### src/rtl/maze_player_ctrl_if.sv
// Move-request and wall-lookup signals between the player controller and its
// neighbours. The controller is the slave: it takes requests and drives the lookup address.
interface maze_player_ctrl_if;
    logic       move_req;
    logic [1:0] move_dir;
    logic [5:0] map_row;
    logic [5:0] map_col;
    logic       map_wall;

    modport slave (
        input  move_req,
        input  move_dir,
        input  map_wall,
        output map_row,
        output map_col
    );

    modport master (
        output move_req,
        output move_dir,
        output map_wall,
        input  map_row,
        input  map_col
    );
endinterface

### src/rtl/maze_player_ctrl.sv
// Player position owner for the maze grid: validates one-step moves against the
// wall map, tracks key pickup / exit lock and pulses stage_clear on an unlocked exit.
module maze_player_ctrl #(
    parameter int MAP_SIZE      = 41,
    parameter int START_ROW     = 1,
    parameter int START_COL     = 1,
    parameter int KEY_ROW       = 37,
    parameter int KEY_COL       = 1,
    parameter int EXIT_COL      = 40,
    parameter int EXIT_ROW_LO   = 19,
    parameter int EXIT_ROW_HI   = 21,
    parameter int MOVE_COOLDOWN = 5000000
) (
    input  logic              clk,
    input  logic              rst,
    input  logic [3:0]        state,
    maze_player_ctrl_if.slave bus,
    output logic [5:0]        player_row,
    output logic [5:0]        player_col,
    output logic              isLocked,
    output logic              key_taken,
    output logic              stage_clear,
    output logic              busy
);
    localparam int CW = (MOVE_COOLDOWN > 1) ? $clog2(MOVE_COOLDOWN) : 1;
    localparam logic signed [6:0] MAX_IDX = 7'(MAP_SIZE - 1);
    localparam logic [5:0] START_R = 6'(START_ROW);
    localparam logic [5:0] START_C = 6'(START_COL);
    localparam logic [5:0] KEY_R   = 6'(KEY_ROW);
    localparam logic [5:0] KEY_C   = 6'(KEY_COL);
    localparam logic [5:0] EXIT_C  = 6'(EXIT_COL);
    localparam logic [5:0] EXIT_LO = 6'(EXIT_ROW_LO);
    localparam logic [5:0] EXIT_HI = 6'(EXIT_ROW_HI);
    localparam logic [3:0] ACTIVE_CODES [3] = '{4'd2, 4'd4, 4'd6};

    typedef enum logic [1:0] {IDLE, QUERY, CHECK, COOLDOWN} fsm_t;

    fsm_t            fsm_reg, fsm_next;
    logic [5:0]      row_reg, row_next, col_reg, col_next;
    logic [5:0]      tgt_row_reg, tgt_row_next, tgt_col_reg, tgt_col_next;
    logic            locked_reg, locked_next, key_reg, key_next;
    logic            clear_reg, clear_next;
    logic [CW-1:0]   cnt_reg, cnt_next;
    logic [3:0]      prev_state_reg;

    logic [2:0]        active_hit;
    logic              active, stage_entry;
    logic signed [6:0] cur_row_s, cur_col_s, step_row, step_col;
    logic              in_bounds, tgt_is_exit, tgt_is_key;

    for (genvar gi = 0; gi < 3; gi++) begin : g_active
        assign active_hit[gi] = (state == ACTIVE_CODES[gi]);
    end

    assign active      = |active_hit;
    assign stage_entry = active && (state != prev_state_reg);

    // Step in 7-bit signed so that moving off row/col 0 shows up as negative.
    assign cur_row_s = signed'({1'b0, row_reg});
    assign cur_col_s = signed'({1'b0, col_reg});

    always_comb begin
        step_row = cur_row_s;
        step_col = cur_col_s;
        case (bus.move_dir)
            2'd0:    step_row = cur_row_s - 7'sd1;
            2'd1:    step_row = cur_row_s + 7'sd1;
            2'd2:    step_col = cur_col_s - 7'sd1;
            default: step_col = cur_col_s + 7'sd1;
        endcase
    end

    assign in_bounds = (step_row >= 7'sd0) && (step_row <= MAX_IDX) &&
                       (step_col >= 7'sd0) && (step_col <= MAX_IDX);
    assign tgt_is_exit = (tgt_col_reg == EXIT_C) &&
                         (tgt_row_reg >= EXIT_LO) && (tgt_row_reg <= EXIT_HI);
    assign tgt_is_key  = (tgt_row_reg == KEY_R) && (tgt_col_reg == KEY_C);

    always_comb begin
        fsm_next     = fsm_reg;
        row_next     = row_reg;
        col_next     = col_reg;
        tgt_row_next = tgt_row_reg;
        tgt_col_next = tgt_col_reg;
        locked_next  = locked_reg;
        key_next     = key_reg;
        clear_next   = 1'b0;
        cnt_next     = cnt_reg;
        if (stage_entry) begin
            fsm_next    = IDLE;
            row_next    = START_R;
            col_next    = START_C;
            locked_next = 1'b1;
            key_next    = 1'b0;
            cnt_next    = '0;
        end else if (!active) begin
            fsm_next = IDLE;
        end else begin
            case (fsm_reg)
                IDLE: begin
                    if (bus.move_req && in_bounds) begin
                        tgt_row_next = step_row[5:0];
                        tgt_col_next = step_col[5:0];
                        fsm_next     = QUERY;
                    end
                end
                QUERY: fsm_next = CHECK;
                CHECK: begin
                    // Wall bit for the target arrives now, one cycle after the address.
                    if (bus.map_wall || (tgt_is_exit && locked_reg)) begin
                        fsm_next = IDLE;
                    end else begin
                        row_next = tgt_row_reg;
                        col_next = tgt_col_reg;
                        cnt_next = CW'(MOVE_COOLDOWN - 1);
                        fsm_next = COOLDOWN;
                        if (tgt_is_key) begin
                            key_next    = 1'b1;
                            locked_next = 1'b0;
                        end
                        if (tgt_is_exit) clear_next = 1'b1;
                    end
                end
                default: begin
                    if (cnt_reg == '0) fsm_next = IDLE;
                    else               cnt_next = cnt_reg - 1'b1;
                end
            endcase
        end
    end

    always_ff @(posedge clk) begin
        if (rst) begin
            fsm_reg        <= IDLE;
            row_reg        <= START_R;
            col_reg        <= START_C;
            tgt_row_reg    <= START_R;
            tgt_col_reg    <= START_C;
            locked_reg     <= 1'b1;
            key_reg        <= 1'b0;
            clear_reg      <= 1'b0;
            cnt_reg        <= '0;
            prev_state_reg <= 4'd0;
        end else begin
            fsm_reg        <= fsm_next;
            row_reg        <= row_next;
            col_reg        <= col_next;
            tgt_row_reg    <= tgt_row_next;
            tgt_col_reg    <= tgt_col_next;
            locked_reg     <= locked_next;
            key_reg        <= key_next;
            clear_reg      <= clear_next;
            cnt_reg        <= cnt_next;
            prev_state_reg <= state;
        end
    end

    assign bus.map_row = (fsm_reg == QUERY || fsm_reg == CHECK) ? tgt_row_reg : row_reg;
    assign bus.map_col = (fsm_reg == QUERY || fsm_reg == CHECK) ? tgt_col_reg : col_reg;
    assign player_row  = row_reg;
    assign player_col  = col_reg;
    assign isLocked    = locked_reg;
    assign key_taken   = key_reg;
    assign stage_clear = clear_reg;
    assign busy        = (fsm_reg != IDLE);
endmodule

### src/flat_wrapper.sv
// flat-port wrapper written by rule: the top's interface ports become plain ports
module maze_player_ctrl_flat 
#(
    parameter int MAP_SIZE      = 41,
    parameter int START_ROW     = 1,
    parameter int START_COL     = 1,
    parameter int KEY_ROW       = 37,
    parameter int KEY_COL       = 1,
    parameter int EXIT_COL      = 40,
    parameter int EXIT_ROW_LO   = 19,
    parameter int EXIT_ROW_HI   = 21,
    parameter int MOVE_COOLDOWN = 5000000
)
  (clk, rst, state, player_row, player_col, isLocked, key_taken, stage_clear, busy, bus_move_req, bus_move_dir, bus_map_wall, bus_map_row, bus_map_col);
  maze_player_ctrl_if bus_i ();
  input  logic clk;
  input  logic rst;
  input  logic [3:0] state;
  output logic [5:0] player_row;
  output logic [5:0] player_col;
  output logic isLocked;
  output logic key_taken;
  output logic stage_clear;
  output logic busy;
  input wire logic [$bits(bus_i.move_req)-1:0] bus_move_req;
  input wire logic [$bits(bus_i.move_dir)-1:0] bus_move_dir;
  input wire logic [$bits(bus_i.map_wall)-1:0] bus_map_wall;
  output wire logic [$bits(bus_i.map_row)-1:0] bus_map_row;
  output wire logic [$bits(bus_i.map_col)-1:0] bus_map_col;
  assign bus_i.move_req = bus_move_req;
  assign bus_i.move_dir = bus_move_dir;
  assign bus_i.map_wall = bus_map_wall;
  assign bus_map_row = bus_i.map_row;
  assign bus_map_col = bus_i.map_col;
  maze_player_ctrl #(.MAP_SIZE(MAP_SIZE), .START_ROW(START_ROW), .START_COL(START_COL), .KEY_ROW(KEY_ROW), .KEY_COL(KEY_COL), .EXIT_COL(EXIT_COL), .EXIT_ROW_LO(EXIT_ROW_LO), .EXIT_ROW_HI(EXIT_ROW_HI), .MOVE_COOLDOWN(MOVE_COOLDOWN)) u_core (.clk(clk), .rst(rst), .state(state), .bus(bus_i), .player_row(player_row), .player_col(player_col), .isLocked(isLocked), .key_taken(key_taken), .stage_clear(stage_clear), .busy(busy));
endmodule
### config.mk
export PLATFORM = sky130hd
export DESIGN_NAME = maze_player_ctrl_flat
export DESIGN_NICKNAME = d
export VERILOG_FILES = /design/src/rtl/maze_player_ctrl_if.sv /design/src/rtl/maze_player_ctrl.sv /design/src/flat_wrapper.sv
export SDC_FILE = /design/constraint.sdc
export NUM_CORES = 1
export LEC_CHECK = 0
export CAP_MARGIN = 20
export CORE_UTILIZATION = 45
export CTS_CLUSTER_DIAMETER = 60
export DETAILED_ROUTE_END_ITERATION = 10
export PLACE_DENSITY = 0.66
export RECOVER_POWER = 25
export SYNTH_ARGS = -nofsm -noshare
export SYNTH_HDL_FRONTEND = slang
export SYNTH_SLANG_ARGS = --single-unit
### constraint.sdc
create_clock -name clk -period 7 [get_ports clk]
set_input_delay 1.4 -clock clk [delete_from_list [all_inputs] [get_ports clk]]
set_output_delay 1.4 -clock clk [all_outputs]
set_load 0.005 [all_outputs]
==> results.md, run 1 <==
Status:
- The run finished with clean final reports.

Setup path:
- The most critical setup path has its startpoint at bus_move_dir[1].
- The signal on the critical path passes through clkdlybuf4s50_1 > nand2b_1 > fa_1 > a21o_1 > a211o_1 > a22o_1 > o2111ai_1 > o2111a_2 > nand2_1 > a211o_1.
- In this design, the critical path's most frequently occurring cell is sky130_fd_sc_hd__a211o_1.
- The critical path ends at u_core.tgt_row_reg[0].
- The critical path capture point type is a register.
- The startpoint kind of the worst setup timing path is a primary input.
- The worst-path cell with the longest stage delay is sky130_fd_sc_hd__clkdlybuf4s50_1.
- The start-to-end type of the worst setup path is primary input to register.
- The worst endpoint data arrival time is 5.01 ns.
- The delay of the slowest cell on the worst path is 0.86 ns.
- Of all nets on the critical path, the largest fanout is 26.
- For the worst flop-to-flop path, the logic depth is 9.
- The minimum setup slack among reg-to-reg paths is 3.88 ns.
- The capture instance of the worst register-to-register path is u_core.cnt_reg[13].
- For the worst setup path, the data required time is 7.20 ns.
- The beginning of the worst register-to-register path is u_core.fsm_reg[0].

STA:
- In the finished design, the share of the clock period the worst path needs comes to 0.6875.
- The number of pins exceeding their max-slew limit in the final report is 0.
- Across the routed clock network, the largest skew measured is 0.01036 ns.
- The worst slew margin relative to its limit is 0.4000.
- The setup TNS after final layout is 0 ns.
- The post-route worst setup slack is 2.188 ns.
- The top achievable clock speed is 0.2078 GHz.
- The number of setup violations in the final report is 0.
- The measured slew at the worst slew-check pin is 0.9001 ns.
- The hold violation count in the final report was 0.
- The minimum clock period is 4.812 ns.
- Setup repair after global routing left no endpoint under its margin.

Global routing:
- The wire length of the first global-routing pass is 12,470 um.
- The initial antenna violation count is 0.
- The residual overflow from global routing is 0.
- The total routing usage reported by global routing is 0.2002.
- The number of global-route vias before repair is 2,677.
- The largest net degree at the start of global routing is 29.

Synth:
- The most common flop cell mapped by yosys is sky130_fd_sc_hd__dfxtp_1.
- Synthesis produced 397 cells.
- The synthesized design contains 0 enable-type register cells.
- The per-instance average area after synthesis is 8.513 um^2.
- The number of distinct library cells after synthesis is 63.
- After synthesis the netlist holds a flip-flop and latch count of 56.
- The Yosys warning count is 0.
- The net count after synthesis is 419.
- For this run, the register share of the synthesized area comes to 0.3317.
- The synthesized area is 0.003379 mm^2.
- The share of async-settable or async-resettable flops after synthesis is 0.

Place:
- The congestion estimate from routability-driven global placement came to 0.8595.
- Before CTS, the worst setup slack after placement is 1.868 ns.
- In this run the tool buffered the top-level ports with 37 buffer cells.
- The half-perimeter wire length of the detailed placement result is 5486 um.
- The placed instances occupy a cell area of 0.003759 mm^2.

Worst hold path:
- The tightest min-delay check is of the register to register type.
- In this run the most critical hold path is launched from u_core.key_taken.

Cells and area:
- The number of nets in the finished design is 442.
- The area overhead of the layout relative to synthesis is 13.99%.
- After filler insertion, the fill cell instance count of the layout stands at 698.
- Across the whole layout, storage elements account for 0.001121 mm^2.
- The share of post-route cells with drive strength above 1 is 0.09264.
- The final instance area is 0.003852 mm^2.
- The register with the most flip-flops in the layout has 23 of them.
- The area used by multi-input combinational logic is 0.002113 mm^2.
- The number of antenna diodes is 0.

Detailed routing:
- The count of nets left with antenna violations after detail routing is 0.
- The number of DRC markers in iteration 0 is 97.
- Before antenna repair, the detailed router went through 4 iterations.
- The number of vias per cell is 5.619.
- The final layout contains routed wiring with a total length of 7418 um.
- Detailed routing inserted a total of 2,922 vias.
- The DRC violations left is 0.
- After detailed routing, the average wire length per cell comes to 14.27 um.

Clocking:
- The CTS tree is yes.
- Post-CTS timing repair inserted 0 buffers for setup.
- The H-tree depth reported by CTS is 2.
- The clock transition time at the flip-flop clock pins of the worst setup and hold paths is 0.10 ns.
- The number of buffers inserted by hold repair at cts is 0.
- The maximum count of clock buffers along a single path is 2.
- The quantity of gates resized following cts is 0.
- The clock latency of the later-clocked register in the worst-skew pair is 0.31 ns.
- The clock root buffer master is sky130_fd_sc_hd__clkbuf_8.
- The total clock sinks is 56.
- TritonCTS created 5 clock buffers.

Power and ir drop:
- The maximum VDD drop is 0.00009838 V.
- Summed over all cells, the static leakage comes to 0.001338 uW.
- Dividing total power by cell area gives a power density of 143.8 mW/mm^2.
- The total power of the final layout is 553.8 uW.

Floorplanning:
- The die boundary width is 88.66 um.
- The total number of placement rows is 31.
- The core region is 0.007253 mm^2.
- The number of placed I/O pins is 38.
- The initial utilization of the core area, before any placement, comes to 0.4659.
- The die is 88.66 um tall.
- The die covers 0.007861 mm^2.

Job:
- Max-cap violations in this run came to 0.
layer usage:
| metal | wire (um) | share of wire | vias to the layer above | track usage |
|---|---|---|---|---|
| met5 | 0 | 0 | - | 0 |
| met4 | 42 | 0.0057 | 0 | 0.03519 |
| met3 | 205 | 0.028 | 5 | 0.03078 |
| met2 | 3635 | 0.49 | 43 | 0.3629 |
| met1 | 3535 | 0.48 | 1375 | 0.2529 |
| li1 | - | - | 1499 | - |
critical path: cells and delay by family:
| kind | cells | cell delay, ns |
|---|---|---|
| AO/OA/AOI/OAI | 6 | 1.66 |
| buffers and inverters | 1 | 0.86 |
| AND/OR/NAND/NOR | 2 | 0.59 |
| adder cells (fa/ha/maj) | 1 | 0.49 |
layout by cell type (no fill, tap or decap), types with 3 or more instances in the layout:
master / n
sky130_fd_sc_hd__nand4_1: 5
sky130_fd_sc_hd__nor2_1: 30
sky130_fd_sc_hd__nand2_1: 38
sky130_fd_sc_hd__o21a_1: 4
sky130_fd_sc_hd__clkbuf_8: 6
sky130_fd_sc_hd__clkdlybuf4s50_1: 20
sky130_fd_sc_hd__nor3b_1: 9
sky130_fd_sc_hd__a21oi_1: 38
sky130_fd_sc_hd__ha_1: 11
sky130_fd_sc_hd__nand2b_1: 4
sky130_fd_sc_hd__or2_2: 6
sky130_fd_sc_hd__dfxtp_1: 56
sky130_fd_sc_hd__nor3_1: 19
sky130_fd_sc_hd__xnor2_1: 11
sky130_fd_sc_hd__nand3_1: 13
sky130_fd_sc_hd__dlygate4sd3_1: 17
sky130_fd_sc_hd__nor4_1: 5
sky130_fd_sc_hd__a211o_1: 3
sky130_fd_sc_hd__inv_1: 8
sky130_fd_sc_hd__nor2b_1: 5
sky130_fd_sc_hd__nand3b_1: 3
sky130_fd_sc_hd__mux2i_1: 4
sky130_fd_sc_hd__xor2_1: 9
sky130_fd_sc_hd__a21o_1: 5
sky130_fd_sc_hd__a211oi_1: 8
sky130_fd_sc_hd__or3_1: 7
sky130_fd_sc_hd__o21ai_0: 12
sky130_fd_sc_hd__mux2_2: 12
sky130_fd_sc_hd__a311oi_1: 10
through the flow:
| stage | utilization | cells | hold slack (ns) |
|---|---|---|---|
| floorplan | - | 397 | 0.4527 |
| CTS | 0.5311 | 520 | 0.4992 |
| global placement | 0.5182 | 512 | 0.4676 |
| finish | 0.5311 | 520 | 0.4823 |
| global route | 0.5311 | 520 | 0.5105 |
| detailed placement | 0.5182 | 512 | 0.4760 |
layout make-up:
cell class,instances,share of cell area
inverters,8,0.007795
repair buffers,37,0.09614
well taps,99,0.03215
multi-input cells,312,0.5486
flip-flops and latches,56,0.2910
clock inverters,1,0.001949
clock buffers,7,0.02241
cells in the mapped netlist (3+ instances only):
| cell | instances | area (um^2) |
|---|---|---|
| sky130_fd_sc_hd__a211o_1 | 3 | 26.28 |
| sky130_fd_sc_hd__dfxtp_1 | 56 | 1121 |
| sky130_fd_sc_hd__ha_1 | 11 | 137.6 |
| sky130_fd_sc_hd__xor2_1 | 9 | 78.83 |
| sky130_fd_sc_hd__o21ai_0 | 12 | 60.06 |
| sky130_fd_sc_hd__mux2i_1 | 4 | 40.04 |
| sky130_fd_sc_hd__clkbuf_1 | 11 | 41.29 |
| sky130_fd_sc_hd__a211oi_1 | 8 | 60.06 |
| sky130_fd_sc_hd__nor2b_1 | 5 | 31.28 |
| sky130_fd_sc_hd__o21a_1 | 4 | 30.03 |
| sky130_fd_sc_hd__nand2_1 | 38 | 142.6 |
| sky130_fd_sc_hd__a311oi_1 | 10 | 87.58 |
| sky130_fd_sc_hd__mux2_2 | 12 | 135.1 |
| sky130_fd_sc_hd__nor4_1 | 5 | 31.28 |
| sky130_fd_sc_hd__xnor2_1 | 11 | 96.34 |
| sky130_fd_sc_hd__nand3b_1 | 3 | 22.52 |
| sky130_fd_sc_hd__a21o_1 | 5 | 37.54 |
| sky130_fd_sc_hd__nand4_1 | 5 | 31.28 |
| sky130_fd_sc_hd__nor3b_1 | 9 | 67.56 |
| sky130_fd_sc_hd__nor2_1 | 30 | 112.6 |
| sky130_fd_sc_hd__a21oi_1 | 38 | 190.2 |
| sky130_fd_sc_hd__nor3_1 | 19 | 95.09 |
| sky130_fd_sc_hd__inv_1 | 8 | 30.03 |
| sky130_fd_sc_hd__buf_2 | 4 | 20.02 |
| sky130_fd_sc_hd__nand3_1 | 13 | 65.06 |
| sky130_fd_sc_hd__nand2b_1 | 4 | 25.02 |
| sky130_fd_sc_hd__or3_1 | 7 | 43.79 |
| sky130_fd_sc_hd__or2_2 | 6 | 37.54 |
power breakdown:
group	switching, uW	internal (uW)
clock	103	80.7
sequential	0.888	320
combinational	28.9	20.2
total	133	421
kinds of logic (layout without fill, tap and decap cells):
family	Yosys count	in the layout	synth area share
flip-flops	56	56	0.3317
buffers and inverters	29	53	0.04294
AO/OA/AOI/OAI	101	101	0.2107
adder cells (fa/ha/maj)	12	12	0.04665
AND/OR/NAND/NOR	163	163	0.2643
multiplexers	16	16	0.05183
XOR/XNOR	20	20	0.05183
worst min-delay path by stage:
stage                                end  depth (start not counted)
finish                  u_core.key_taken                          2
detailed placement      u_core.key_taken                          2
CTS                     u_core.key_taken                          2
global route            u_core.key_taken                          2
floorplan           u_core.player_row[2]                          2
global placement        u_core.key_taken                          2
(Power assumes the default switching activity.)
==> inputs of run 2 (changes only) <==
--- a/config.mk
+++ b/config.mk
@@ -9,7 +9,7 @@
 export CORE_UTILIZATION = 45
 export CTS_CLUSTER_DIAMETER = 60
 export DETAILED_ROUTE_END_ITERATION = 10
-export PLACE_DENSITY = 0.66
+export PLACE_DENSITY = 0.69
 export RECOVER_POWER = 25
 export SYNTH_ARGS = -nofsm -noshare
 export SYNTH_HDL_FRONTEND = slang
==> constraint.sdc (replaced) <==
create_clock -name clk -period 4 [get_ports clk]
set_input_delay 0.8 -clock clk [delete_from_list [all_inputs] [get_ports clk]]
set_output_delay 0.8 -clock clk [all_outputs]
set_load 0.005 [all_outputs]
==> results.md, run 2 (synthesis results as in run 1) <==
Status:
- The flow ran to the end, and the final reports show no timing, DRC or antenna violations.

Place:
- The cell total after placement is 519 (+1.4%).
- The minimum setup slack after placement is 0.09577 ns (-1.772 ns).
- The number of buffers inserted by port buffering is 37 (unchanged).
- The cell area after placement is 0.003811 mm^2 (+1.4%).
- The half-perimeter wire length of the detailed placement result was 5729 um (+4.4%).
- The routability congestion estimate from global placement is 0.7768 (-9.6%).

Global routing:
- The wire length of the first global-routing pass is 12,780 um (+2.5%).
- The met2 track utilization from global routing is 0.3727 (+0.009790).
- The global routing met1 resource utilization is 0.2544 (+0.001571).
- The total routing usage reported by global routing is 0.2056 (+0.005465).
- The met3 usage in global routing is 0.03825 (+0.007463).
- The initial antenna violation count is 0 (unchanged).
- The residual overflow from global routing is 0 (unchanged).
- The layer with the highest usage after global routing is met2.
- The number of global-route vias before repair is 2,772 (+3.5%).
- The largest net degree at the start of global routing came to 25 (-14%).

STA:
- The number of setup violations in the final report came to 0 (unchanged).
- The number of pins exceeding their max-slew limit in the final report is 0 (unchanged).
- The hold violation count in the final report is 0 (unchanged).
- Setup repair after global routing left no endpoint under its margin.
- The setup clock skew after layout is 0.01093 ns (+0.0005770 ns).
- The final clock period utilization by the worst path is 0.8939.
- The top achievable clock speed is 0.2797 GHz.
- The post-route worst setup slack was 0.4246 ns (-1.763 ns).
- The worst slew margin relative to its limit was 0.2308 (-0.1692).
- The measured slew at the worst slew-check pin is 1.125 ns (+0.2247 ns).
- The minimum clock period is 3.575 ns.
- The setup TNS after final layout came to 0 ns (unchanged).

Cells and area:
- The library cell used most frequently in the layout, excluding fill and tap cells, is sky130_fd_sc_hd__dfxtp_1.
- Leaving out fill and tap cells, the most frequent cells in the layout are 56 x sky130_fd_sc_hd__dfxtp_1, 38 x sky130_fd_sc_hd__nand2_1, 38 x sky130_fd_sc_hd__a21oi_1, 30 x sky130_fd_sc_hd__nor2_1, 21 x sky130_fd_sc_hd__clkdlybuf4s50_1.
- The final instance area came to 0.003886 mm^2 (+0.88%).
- The number of nets in the finished design came to 449 (+1.6%).
- The share of post-route cells with drive strength above 1 is 0.1051 (+0.01250).
- The area overhead of the layout relative to synthesis is 14.99%.
- The number of antenna diodes is 0 (unchanged).
- The fill cell total of the finished layout is 711 (+1.9%).
- The number of flip-flops under the largest register name is 23 (unchanged).
- The count of non-filler cells in the finished layout is 527 (+1.3%).

Clocking:
- The clock latency of the later-clocked register in the worst-skew pair was 0.31 ns (about the same).
- The total clock sinks came to 56 (unchanged).
- The quantity of gates resized following cts came to 0 (unchanged).
- The maximum count of clock buffers along a single path was 2 (unchanged).
- TritonCTS built the clock tree.
- The number of buffers inserted by hold repair at cts is 0 (unchanged).
- The number of buffers inserted during clock tree synthesis is 5 (unchanged).
- The clock transition time at the flip-flop clock pins of the worst setup and hold paths is 0.11 ns (about the same).
- The H-tree depth reported by CTS is 2 (unchanged).
- The clock root buffer master is sky130_fd_sc_hd__clkbuf_8.
- The post-CTS setup repair buffer count was 0 (unchanged).

Floorplanning:
- The die outline area is 0.007861 mm^2 (unchanged).
- The total number of placement rows was 31 (unchanged).
- The die boundary width is 88.66 um (unchanged).
- The floorplan die height came to 88.66 um (unchanged).
- The initial core utilization is 0.4659 (unchanged).
- The placeable core region is 0.007253 mm^2 (unchanged).
- The number of placed I/O pins was 38 (unchanged).

Detailed routing:
- The number of DRC markers in iteration 0 is 139 (+43%).
- The wire length reported by the detailed router is 7778 um (+4.9%).
- The detailed-route via count is 2,992 (+2.4%).
- The final routed wire length divided by cell count came to 14.76 um (+3.5%).
- The number of vias per cell is 5.677 (+1.0%).
- The DRC violations left is 0 (unchanged).
- The count of nets left with antenna violations after detail routing is 0 (unchanged).
- The number of detailed-routing iterations run before antenna repair is 4 (unchanged).

Setup path:
- Walking the worst path, the cells encountered are clkdlybuf4s50_1 > nand2b_1 > fa_1 > a21o_1 > a211o_1 > a22o_1 > o2111ai_1 > o2111a_2 > nand2_1 > a211o_1.
- The critical path capture point type is a register.
- The critical path buffer and inverter count came to 1 (unchanged).
- The maximum net fanout on the critical path is 14 (-46%).
- The required time reported for the critical path endpoint is 4.21 ns (-2.99 ns).
- The worst setup path is launched from a primary input.
- The worst endpoint data arrival time is 3.79 ns (-1.22 ns).
- The delay of the slowest cell on the worst path is 0.46 ns (-0.40 ns).
- The library cell appearing most often on the critical path is sky130_fd_sc_hd__a211o_1.
- For this design, the slowest cell found on the critical path is sky130_fd_sc_hd__fa_1.
- The kind of cell adding the most delay to the critical path is compound AO/OA/AOI/OAI gates.
- The start-to-end type of the worst setup path is primary input to register.

Power and ir drop:
- The total power divided by cell area came to 252.5 mW/mm^2 (+76%).
- The leakage component of the power came to 0.001371 uW (+2.5%).
- The maximum VDD drop came to 0.0001565 V (+59%).
- The total power of the final layout is 981.2 uW (+77%).

Worst hold path:
- The type of the most critical hold path is register to register.

Job:
- The count of max-cap constraint violations is 0 (unchanged).
==> run 2: metrics by stage <==
step | util | hold WS [ns]
finish | 0.5358 | 0.4774
global route | 0.5358 | 0.5085
CTS | 0.5389 | 0.4928
detailed placement | 0.5254 | 0.4680
global placement | 0.5254 | 0.4682
floorplan | - | 0.4527
==> run 2: power breakdown <==
group,internal (uW),switching [uW]
Clock,141,187
Sequential,560,1.50
Combinational,39.6,53.2
Total,740,241
==> run 2: worst register-to-register path, cell delays in order (launching register included) <==
cell and delay, ns:
sky130_fd_sc_hd__dfxtp_1 0.35, sky130_fd_sc_hd__or4_1 0.56, sky130_fd_sc_hd__a2111oi_0 0.99, sky130_fd_sc_hd__a21oi_1 0.36, sky130_fd_sc_hd__nand2_1 0.50, sky130_fd_sc_hd__nor3_1 0.17
sky130_fd_sc_hd__nor2_1 0.12, sky130_fd_sc_hd__nor2_1 0.04
==> run 2: worst paths after layout <==
path                              start               endpoint  slack, ns  cells after the start
setup reg to reg  u_core.tgt_col_reg[1]       u_core.key_taken       0.82                      7
hold / removal         u_core.key_taken       u_core.key_taken       0.48                      2
setup / recovery        bus_move_dir[1]  u_core.tgt_row_reg[0]       0.42                     10
hold reg to reg        u_core.key_taken       u_core.key_taken       0.48                      2
==> run 2: final cells by class <==
cell class              instances  area, um^2  share of cell area
clock buffers                   6       82.58             0.02125
multi-input cells             312        2091              0.5380
flip-flops and latches         56        1121              0.2885
repair buffers                 44       422.9              0.1088
well taps                      99       123.9             0.03187
clock inverters                 2       15.01            0.003863
inverters                       8       30.03            0.007727
==> run 2: per-layer routing <==
metal / up-vias / routed length (um)
li1: 1512 / -
met2: 65 / 3851
met3: 2 / 336
met5: - / 0
met1: 1413 / 3574
met4: 0 / 15
==> inputs of run 3 (changes only) <==
--- a/config.mk
+++ b/config.mk
@@ -8,7 +8,9 @@
 export CAP_MARGIN = 20
 export CORE_UTILIZATION = 45
 export CTS_CLUSTER_DIAMETER = 60
+export CTS_CLUSTER_SIZE = 12
 export DETAILED_ROUTE_END_ITERATION = 10
+export HOLD_SLACK_MARGIN = 0.12
 export PLACE_DENSITY = 0.69
 export RECOVER_POWER = 25
 export SYNTH_ARGS = -nofsm -noshare
==> results of run 3 <==
Final layout, timing and power as in run 2 (identical DEF).
